--- src/rtl/qtcore_run_controller.sv ---
// qtcore_run_controller
// Host-side sequencer for the qtcore processor. It owns the core scan chain
// and the processor_enable line, and never drives both in the same cycle.
// Host commands: LOAD (bytes into the chain), RUN (enable until halt or
// cycle cap), STEP (one enabled cycle), UNLOAD (non-destructive readback).
//
// Ports
//   i_clk, i_rst          clock, synchronous active-low reset (0 = reset)
//   i_cmd_valid/o_cmd_ready, i_cmd_op[1:0]   command handshake
//                         (00 LOAD, 01 RUN, 10 UNLOAD, 11 STEP)
//   i_run_limit[15:0]     RUN cycle cap, 0 = unlimited, sampled at accept
//   i_din_valid/o_din_ready, i_din[7:0]      LOAD byte stream
//   o_dout_valid/i_dout_ready, o_dout[7:0]   UNLOAD byte stream
//   o_scan_enable, o_scan_in, i_scan_out     core scan chain
//   o_processor_enable, i_processor_halted   core run control
//   o_busy, o_halted_seen, o_timeout, o_run_cycles[15:0]  status
//
// state     | meaning
// ----------+----------------------------------------------------------
// IDLE      | waiting for a command, cmd_ready = 1
// LD_WAIT   | waiting for the next load byte, din_ready = 1
// LD_SHIFT  | shifting the latched load byte into the chain, LSB first
// RUN       | processor enabled until halt or cycle cap
// STEP      | processor enabled for exactly one cycle
// UL_SHIFT  | recirculating the chain, capturing scan_out into dout
// UL_OUT    | presenting a captured byte until dout_ready

module qtcore_run_controller #(
    parameter int SCAN_LEN = 64
) (
    input  logic        i_clk,
    input  logic        i_rst,
    input  logic        i_cmd_valid,
    output logic        o_cmd_ready,
    input  logic [1:0]  i_cmd_op,
    input  logic [15:0] i_run_limit,
    input  logic        i_din_valid,
    output logic        o_din_ready,
    input  logic [7:0]  i_din,
    output logic        o_dout_valid,
    input  logic        i_dout_ready,
    output logic [7:0]  o_dout,
    output logic        o_scan_enable,
    output logic        o_scan_in,
    input  logic        i_scan_out,
    output logic        o_processor_enable,
    input  logic        i_processor_halted,
    output logic        o_busy,
    output logic        o_halted_seen,
    output logic        o_timeout,
    output logic [15:0] o_run_cycles
);

    localparam int NBYTES    = (SCAN_LEN + 7) / 8;
    localparam int LAST_BITS = SCAN_LEN - 8 * (NBYTES - 1);
    localparam int BCW       = (NBYTES > 1) ? $clog2(NBYTES) : 1;

    localparam logic [BCW-1:0] LAST_BYTE = BCW'(NBYTES - 1);
    localparam logic [2:0]     LAST_IDX  = 3'(LAST_BITS - 1);
    localparam logic [2:0]     FIRST_IDX = (NBYTES == 1) ? LAST_IDX : 3'd7;

    localparam logic [1:0] OP_LOAD   = 2'b00;
    localparam logic [1:0] OP_RUN    = 2'b01;
    localparam logic [1:0] OP_UNLOAD = 2'b10;
    localparam logic [1:0] OP_STEP   = 2'b11;

    localparam logic [2:0] S_IDLE     = 3'd0;
    localparam logic [2:0] S_LD_WAIT  = 3'd1;
    localparam logic [2:0] S_LD_SHIFT = 3'd2;
    localparam logic [2:0] S_RUN      = 3'd3;
    localparam logic [2:0] S_STEP     = 3'd4;
    localparam logic [2:0] S_UL_SHIFT = 3'd5;
    localparam logic [2:0] S_UL_OUT   = 3'd6;

    logic [2:0]     r_state;
    logic [BCW-1:0] r_byte_cnt;
    logic [2:0]     r_bit_cnt;      // bits left in current byte, minus one
    logic [7:0]     r_shreg;
    logic [7:0]     r_dout;
    logic [15:0]    r_run_limit;
    logic [15:0]    r_run_cycles;
    logic           r_halted_seen;
    logic           r_timeout;

    logic [BCW-1:0] w_byte_nxt;
    logic [2:0]     w_last_idx;
    logic [2:0]     w_next_idx;
    logic [2:0]     w_pos;
    logic [16:0]    w_cycles_inc;
    logic [15:0]    w_cycles_sat;
    logic           w_limit_hit;

    assign w_byte_nxt = r_byte_cnt + BCW'(1);
    assign w_last_idx = (r_byte_cnt == LAST_BYTE) ? LAST_IDX : 3'd7;
    assign w_next_idx = (w_byte_nxt == LAST_BYTE) ? LAST_IDX : 3'd7;
    // Bit counter runs down, so the capture position counts up from 0.
    assign w_pos      = w_last_idx - r_bit_cnt;

    assign w_cycles_inc = {1'b0, r_run_cycles} + 17'd1;
    assign w_cycles_sat = w_cycles_inc[16] ? 16'hFFFF : w_cycles_inc[15:0];
    assign w_limit_hit  = (r_run_limit != 16'd0) &&
                          (w_cycles_inc == {1'b0, r_run_limit});

    always_ff @(posedge i_clk) begin
        if (!i_rst) begin
            r_state       <= S_IDLE;
            r_byte_cnt    <= '0;
            r_bit_cnt     <= 3'd0;
            r_shreg       <= 8'd0;
            r_dout        <= 8'd0;
            r_run_limit   <= 16'd0;
            r_run_cycles  <= 16'd0;
            r_halted_seen <= 1'b0;
            r_timeout     <= 1'b0;
        end else begin
            case (r_state)
                S_IDLE: begin
                    if (i_cmd_valid) begin
                        r_byte_cnt <= '0;
                        case (i_cmd_op)
                            OP_LOAD: r_state <= S_LD_WAIT;
                            OP_UNLOAD: begin
                                r_bit_cnt <= FIRST_IDX;
                                r_dout    <= 8'd0;
                                r_state   <= S_UL_SHIFT;
                            end
                            OP_RUN, OP_STEP: begin
                                r_run_limit   <= i_run_limit;
                                r_run_cycles  <= 16'd0;
                                r_halted_seen <= 1'b0;
                                r_timeout     <= 1'b0;
                                r_state       <= (i_cmd_op == OP_RUN) ? S_RUN : S_STEP;
                            end
                            default: r_state <= S_IDLE;
                        endcase
                    end
                end
                S_LD_WAIT: begin
                    if (i_din_valid) begin
                        r_shreg   <= i_din;
                        r_bit_cnt <= w_last_idx;
                        r_state   <= S_LD_SHIFT;
                    end
                end
                S_LD_SHIFT: begin
                    r_shreg <= {1'b0, r_shreg[7:1]};
                    if (r_bit_cnt == 3'd0) begin
                        if (r_byte_cnt == LAST_BYTE) begin
                            r_state <= S_IDLE;
                        end else begin
                            r_byte_cnt <= w_byte_nxt;
                            r_state    <= S_LD_WAIT;
                        end
                    end else begin
                        r_bit_cnt <= r_bit_cnt - 3'd1;
                    end
                end
                S_RUN: begin
                    r_run_cycles <= w_cycles_sat;
                    // Halt takes priority over a coincident cycle cap.
                    if (i_processor_halted) begin
                        r_halted_seen <= 1'b1;
                        r_state       <= S_IDLE;
                    end else if (w_limit_hit) begin
                        r_timeout <= 1'b1;
                        r_state   <= S_IDLE;
                    end
                end
                S_STEP: begin
                    r_run_cycles  <= 16'd1;
                    r_halted_seen <= i_processor_halted;
                    r_state       <= S_IDLE;
                end
                S_UL_SHIFT: begin
                    r_dout[w_pos] <= i_scan_out;
                    if (r_bit_cnt == 3'd0) begin
                        r_state <= S_UL_OUT;
                    end else begin
                        r_bit_cnt <= r_bit_cnt - 3'd1;
                    end
                end
                S_UL_OUT: begin
                    if (i_dout_ready) begin
                        if (r_byte_cnt == LAST_BYTE) begin
                            r_state <= S_IDLE;
                        end else begin
                            r_byte_cnt <= w_byte_nxt;
                            r_bit_cnt  <= w_next_idx;
                            r_dout     <= 8'd0;
                            r_state    <= S_UL_SHIFT;
                        end
                    end
                end
                default: r_state <= S_IDLE;
            endcase
        end
    end

    assign o_cmd_ready        = (r_state == S_IDLE);
    assign o_busy             = (r_state != S_IDLE);
    assign o_din_ready        = (r_state == S_LD_WAIT);
    assign o_dout_valid       = (r_state == S_UL_OUT);
    assign o_dout             = r_dout;
    assign o_scan_enable      = (r_state == S_LD_SHIFT) || (r_state == S_UL_SHIFT);
    assign o_scan_in          = (r_state == S_LD_SHIFT) ? r_shreg[0] :
                                (r_state == S_UL_SHIFT) ? i_scan_out : 1'b0;
    assign o_processor_enable = (r_state == S_RUN) || (r_state == S_STEP);
    assign o_halted_seen      = r_halted_seen;
    assign o_timeout          = r_timeout;
    assign o_run_cycles       = r_run_cycles;

endmodule
--- config.mk ---
export PLATFORM = sky130hd
export DESIGN_NAME = qtcore_run_controller
export DESIGN_NICKNAME = d
export VERILOG_FILES = /design/src/rtl/qtcore_run_controller.sv
export SDC_FILE = /design/constraint.sdc
export NUM_CORES = 1
export LEC_CHECK = 0
export ABC_AREA = 0
export CAP_MARGIN = 20
export CORE_ASPECT_RATIO = 0.75
export CORE_MARGIN = 2
export CORE_UTILIZATION = 31
export CTS_CLUSTER_SIZE = 25
export DETAILED_ROUTE_END_ITERATION = 7
export PLACE_DENSITY = 0.53
export REMOVE_ABC_BUFFERS = 1
export SLEW_MARGIN = 20
export SYNTH_ARGS = -nofsm -noshare
export SYNTH_HDL_FRONTEND = slang
export SYNTH_SLANG_ARGS = --single-unit
--- constraint.sdc ---
create_clock -name i_clk -period 2.8 [get_ports i_clk]
set_clock_uncertainty 0.2 [all_clocks]
set_input_delay 0.42 -clock i_clk [delete_from_list [all_inputs] [get_ports i_clk]]
set_output_delay 0.42 -clock i_clk [all_outputs]
set_load 0.01 [all_outputs]
=== Word-level counts from Yosys, hierarchy flattened ===
Cells that the tools add are included.

* Shift operators: 0
* Multiplexer cells: 47
* $lt $le $gt $ge: 2
* $add $sub $neg: 4
* $mul: 0
* Equal/unequal tests: 24
* Bitwise operators: 0
* Reductions and logical operators: 26
* Divide/modulo/power cells: 0

{| class="wikitable"
|+ Operator list
! cell !! number
|-
| 3-bit two-way mux || 19
|-
| 16-bit two-way mux || 3
|-
| 16-bit case mux with 3 select lines || 1
|-
| 8-bit two-way mux || 5
|-
| 8-bit case mux with 3 select lines || 1
|-
| 2-bit inequality test (second input constant) || 9
|-
| 3-bit case mux with 3 select lines || 2
|-
| 3-bit case mux with 6 select lines || 1
|-
| 16-bit by 1-bit adder with 17-bit output (second input constant) || 1
|-
| 17-bit by 16-bit equality test with 1-bit output || 1
|-
| 8-bit case mux with 2 select lines || 1
|-
| 16-bit nonzero test || 1
|-
| 3-bit equality test (second input constant) || 4
|-
| 3-bit case mux with 4 select lines || 1
|-
| 3-bit nonzero test || 4
|-
| 5-bit AND reduction || 2
|-
| 1-bit two-way mux || 9
|-
| 8-bit bitwise mux || 1
|-
| 4-bit AND reduction || 2
|-
| 7-bit AND reduction || 1
|-
| 3-bit by 2-bit equality test with 1-bit output (second input constant) || 2
|-
| 3-bit zero test || 2
|-
| 2-bit by 1-bit inequality test with 1-bit output (second input constant) || 3
|-
| 3-bit AND reduction || 2
|-
| 20 further kinds || 25
|}

* Bits in registers: 59
* Memories: 0
* Bits in read-only memories: 0
* Latch bits: 0
* Memory bits (writable): 0
* Logic and storage cells: 112

=== Depth between registers and ports, before layout ===
* Depth after elaboration: 7
* Mapped depth: 12

=== Least setup slack after synthesis ===
Ideal clock, no wire load.

* Path kind: reg2reg
* Start: register r_run_cycles[1], in the netlist o_run_cycles[1]
* End: register r_timeout, in the netlist o_timeout
* Path slack: 62 ps
* Path buffers: 1
* Setup time: 70 ps
* Stages on the path, launching flop included: 10
* Arrival time: 2,468 ps
* Period minus slack after synthesis: 2,738 ps
* Cell sequence: dfxtp_1 > ha_1 > nand3_2 > or4_4 > buf_6 > xnor2_2 > and4_1 > nand4_2 > or3_1 > a21oi_1

* Cells in the longest elaborated chain, start to end: 5

{| class="wikitable"
|+ RTL lines
! what !! RTL line !! text
|-
| start, declared || 81 || <nowiki>logic [15:0] r_run_cycles;</nowiki>
|-
| start signal, assigned || 159 || <nowiki>r_run_cycles <= w_cycles_sat;</nowiki>
|-
| 16-bit by 1-bit adder with 17-bit output || 99 || <nowiki>assign w_cycles_inc = {1'b0, r_run_cycles} + 17'd1;</nowiki>
|-
| 17-bit by 16-bit equality test with 1-bit output || 102 || <nowiki>(w_cycles_inc == {1'b0, r_run_limit});</nowiki>
|-
| 1-bit logical AND || 101 || <nowiki>assign w_limit_hit = (r_run_limit != 16'd0) &&</nowiki>
|-
| 2-bit inequality test (no source line) || - ||
|-
| 5-bit AND reduction (no source line) || - ||
|-
| end signal, assigned || 114 || <nowiki>r_timeout <= 1'b0;</nowiki>
|-
| end signal, assigned || 131 || <nowiki>r_timeout <= 1'b0;</nowiki>
|-
| end signal, assigned || 165 || <nowiki>r_timeout <= 1'b1;</nowiki>
|-
| end, declared || 83 || <nowiki>logic r_timeout;</nowiki>
|}

Every way passes these cells.
A chain may end at the register's enable or synchronous reset.

=== Worst setup path after layout ===
* Start: register r_run_cycles[6], in the netlist o_run_cycles[6]
* End: register r_timeout, in the netlist o_timeout

The elaborated chain is that of the path after synthesis.

==> results by group <==
GRT
  – Global-route wire length before repair: roughly 18000 um
  – Initial antenna violation count: 0
  – Busiest layer in global routing: met1
  – Total track usage: about 18%
  – Met3 Resource Use GR: under 10%
  – Total global routing overflow: 0
  – Largest net degree at the start of global routing: between 50 and 60
  – Met2 Use GR: between 20% and 30%
  – M1 GR Usage: a little over a quarter
  – Vias in the first global route: between 3000 and 4000

Floorplan
  – Cell Rows: 34
  – Die area: around 13000 um2
  – Core Box Area: about 11000 um2
  – Initial core utilization: between 30% and 40%
  – Die width: between 100 and 150 um
  – Io pins: 66
  – Height of the die: roughly 97 um

Power
  – Leak: about 1.7 nW
  – PD cells: between 700 and 800 nW/um2
  – Total power: 3.61 mW
  – Peak supply drop: 0.309 mV

Routing
  – ANT nets after route: 0
  – WL per Instance: around 15 um
  – Via count: between 3000 and 4000
  – Iter 0 DRT Violations: 229
  – Count of TritonRoute iterations in the first routing pass: 4
  – Post-route DRC: 0
  – DR vias/cell: between 5 and 6
  – Final WL: 10900 um

STA
  – Final setup fails: 0
  – Max Transition Viols Final: 0
  – Final cycle utilization of the critical path: 98.3%
  – Post-route minimum period: between 2 and 3 ns
  – Rel. slew slack: just under 60%
  – RSZ-0062 raised after global routing: true
  – Achievable Freq: between 300 and 400 MHz
  – Least-Margin Pin Slew: between 0.6 and 0.7 ns
  – Final Hold Viols: 0
  – Total negative slack: 0 ns

Cells and area
  – # diodes: 0
  – P&R area growth vs syn: 32.3%
  – Fillcell total: about 1200
  – Final #Nets: 609
  – Layout cells sized above 1: 9.62%
  – Finished Layout Cells: just over 700
  – Utilization after layout: 41.6%

Outcome
  – Outcome: finished clean

Clock tree
  – Cts hold-fix bufs: 0
  – Post-CTS Resized: 0
  – Htree depth: 3
  – Post-CTS Setup Bufs: 0
  – CTS root buf: clkbuf_16
  – Later-pin clock latency in the skew report: around 0.32 ns
  – Clk pin slew, worst setup/hold paths: about 0.050 ns
  – CTS tree: done
  – Cts bufs inserted: 9
  – Clock sink count: slightly below 60
  – Clk buf depth: 2

Setup path
  – Worst-path maximum fanout: 12
  – Slowest CP cell: nor4_2
  – Critical Path Start Type: flop
  – Worst-path cell chain: nand4_1, nor4_2, xnor2_1, nor3_1, nand4_2, or3_1, a21oi_1
  – Critical Path RT: roughly 2.9 ns
  – Worst path bufs/invs: 0
  – Worst path max stage delay: 0.60 ns
  – Setup crit end kind: flop
  – Cell family with the largest share of critical-path delay: simple AND/OR/NAND/NOR gates
  – CP arrival: 2.80 ns
  – Setup CP Type: reg -> reg

Yosys
  – Syn Inst Count: ~500
  – Async SR Flop Fraction: 0%
  – FF+latch count, synth: around 60
  – Warnings from Yosys: 0
  – Synth Flop Type: dfxtp_1
  – Synthesized area: around 3600 um2
  – Seq/Total Area, Yosys: 32.7%
  – Post-synth EDFFs: 0
  – Syn avg cell area: between 7 and 8 um2
  – Netlist cell types: 58

Place
  – Detailed Place HPWL: roughly 8000 um
  – Port buffer count: 65
  – Dpl cells: 700
  – Final GP Congestion: ~0.86

Flow run
  – Max Cap Viol: 0

Hold path
  – Worst min path class: reg -> reg
-- where the power goes --
part           internal (mW)  switching, mW  total [mW]
Sequential             0.952          0.123        1.08
Combinational          0.626          0.890        1.52
Clock                  0.644          0.372        1.02
Total                   2.22           1.39        3.61
-- flip-flops by register name, indices dropped and copies added (netlist names) --
| signal | cells |
|---|---|
| o_run_cycles | 16 |
| r_run_limit | 16 |
| o_dout | 8 |
| r_shreg | 8 |
| r_bit_cnt | 3 |
| r_byte_cnt | 3 |
| r_state | 3 |
| o_halted_seen | 1 |
| o_timeout | 1 |
-- cells in the mapped netlist (7+ instances only) --
library cell	count	area share, %
nor2b_1	7	1.2
ha_1	9	3.1
nand3_1	20	2.8
nand2b_1	8	1.4
a21o_1	7	1.5
xnor2_1	11	2.7
o21ai_0	43	6.0
inv_1	13	1.4
nand2_1	82	8.5
dfxtp_1	59	33
nand4_1	10	1.7
nor2_1	41	4.3
clkbuf_1	25	2.6
nor3_1	13	1.8
a21oi_1	67	9.3
nor4_1	8	1.4
-- worst paths after layout --
kind,start,slack (ns),end,cells past startpoint
worst min-delay path,r_byte_cnt[2]$_SDFFE_PN0P_,0.26,r_byte_cnt[2]$_SDFFE_PN0P_,2
worst max-delay path,o_run_cycles[6]$_SDFFE_PN0P_,0.05,o_timeout$_SDFFE_PN0P_,7
worst min register to register,r_byte_cnt[2]$_SDFFE_PN0P_,0.26,r_byte_cnt[2]$_SDFFE_PN0P_,2
worst max register to register,o_run_cycles[6]$_SDFFE_PN0P_,0.05,o_timeout$_SDFFE_PN0P_,7
-- per-layer routing --
| metal | up-vias | share of wire [%] |
|---|---|---|
| li1 | 1902 | - |
| met3 | 10 | 4.9 |
| met2 | 88 | 42 |
| met1 | 1798 | 52 |
| met4 | 0 | 1.4 |
| met5 | - | 0 |
-- worst register-to-register path: stages, from the launching register on --
cell	delay [ns]
dfxtp_1	0.57
nand4_1	0.32
nor4_2	0.60
xnor2_1	0.14
nor3_1	0.24
nand4_2	0.14
or3_1	0.32
a21oi_1	0.14
-- final cells by class --
class / count / area (um2) / area share, %
sequential: 59 / 1180 / 24.7
inverter: 14 / 52.6 / 1.10
clock buffer: 14 / 264 / 5.53
tap: 144 / 180 / 3.77
clock inverter: 2 / 10.0 / 0.210
timing repair buffer: 92 / 866 / 18.1
multi-input combinational: 391 / 2220 / 46.5
-- metrics by stage --
step / area [um2] / worst slack (ns) / hold slack [ns]
5_1_grt: 4770 / -0.0230 / 0.285
3_5_place_dp: 4490 / 0.137 / 0.257
2_1_floorplan: 3440 / -0.0903 / 0.236
3_3_place_gp: 4490 / 0.158 / 0.243
6_report: 4770 / 0.0486 / 0.263
4_1_cts: 4760 / 0.0972 / 0.265
-- layout by cell type, fill, tap and decap left out, types with 8 or more instances in the layout --
| master | count |
|---|---|
| nor2_1 | 40 |
| nand3_1 | 20 |
| dfxtp_1 | 59 |
| nand2b_1 | 8 |
| clkbuf_16 | 9 |
| nor3_1 | 13 |
| a21oi_1 | 67 |
| nand2_1 | 82 |
| buf_4 | 26 |
| ha_1 | 8 |
| nand4_1 | 10 |
| inv_1 | 13 |
| o21ai_0 | 43 |
| xnor2_1 | 11 |
| clkdlybuf4s50_1 | 65 |
-- cells by family after synthesis --
family | synth area share, %
adders and majority gates | 3.12
and+or+nand+nor | 27.4
xor gates and xnor gates | 4.58
AOI/OAI and AO/OA | 25.2
DFF | 32.7
muxes | 0.867
buffers and inverters | 6.07
Power figures use the tool's default switching activity.
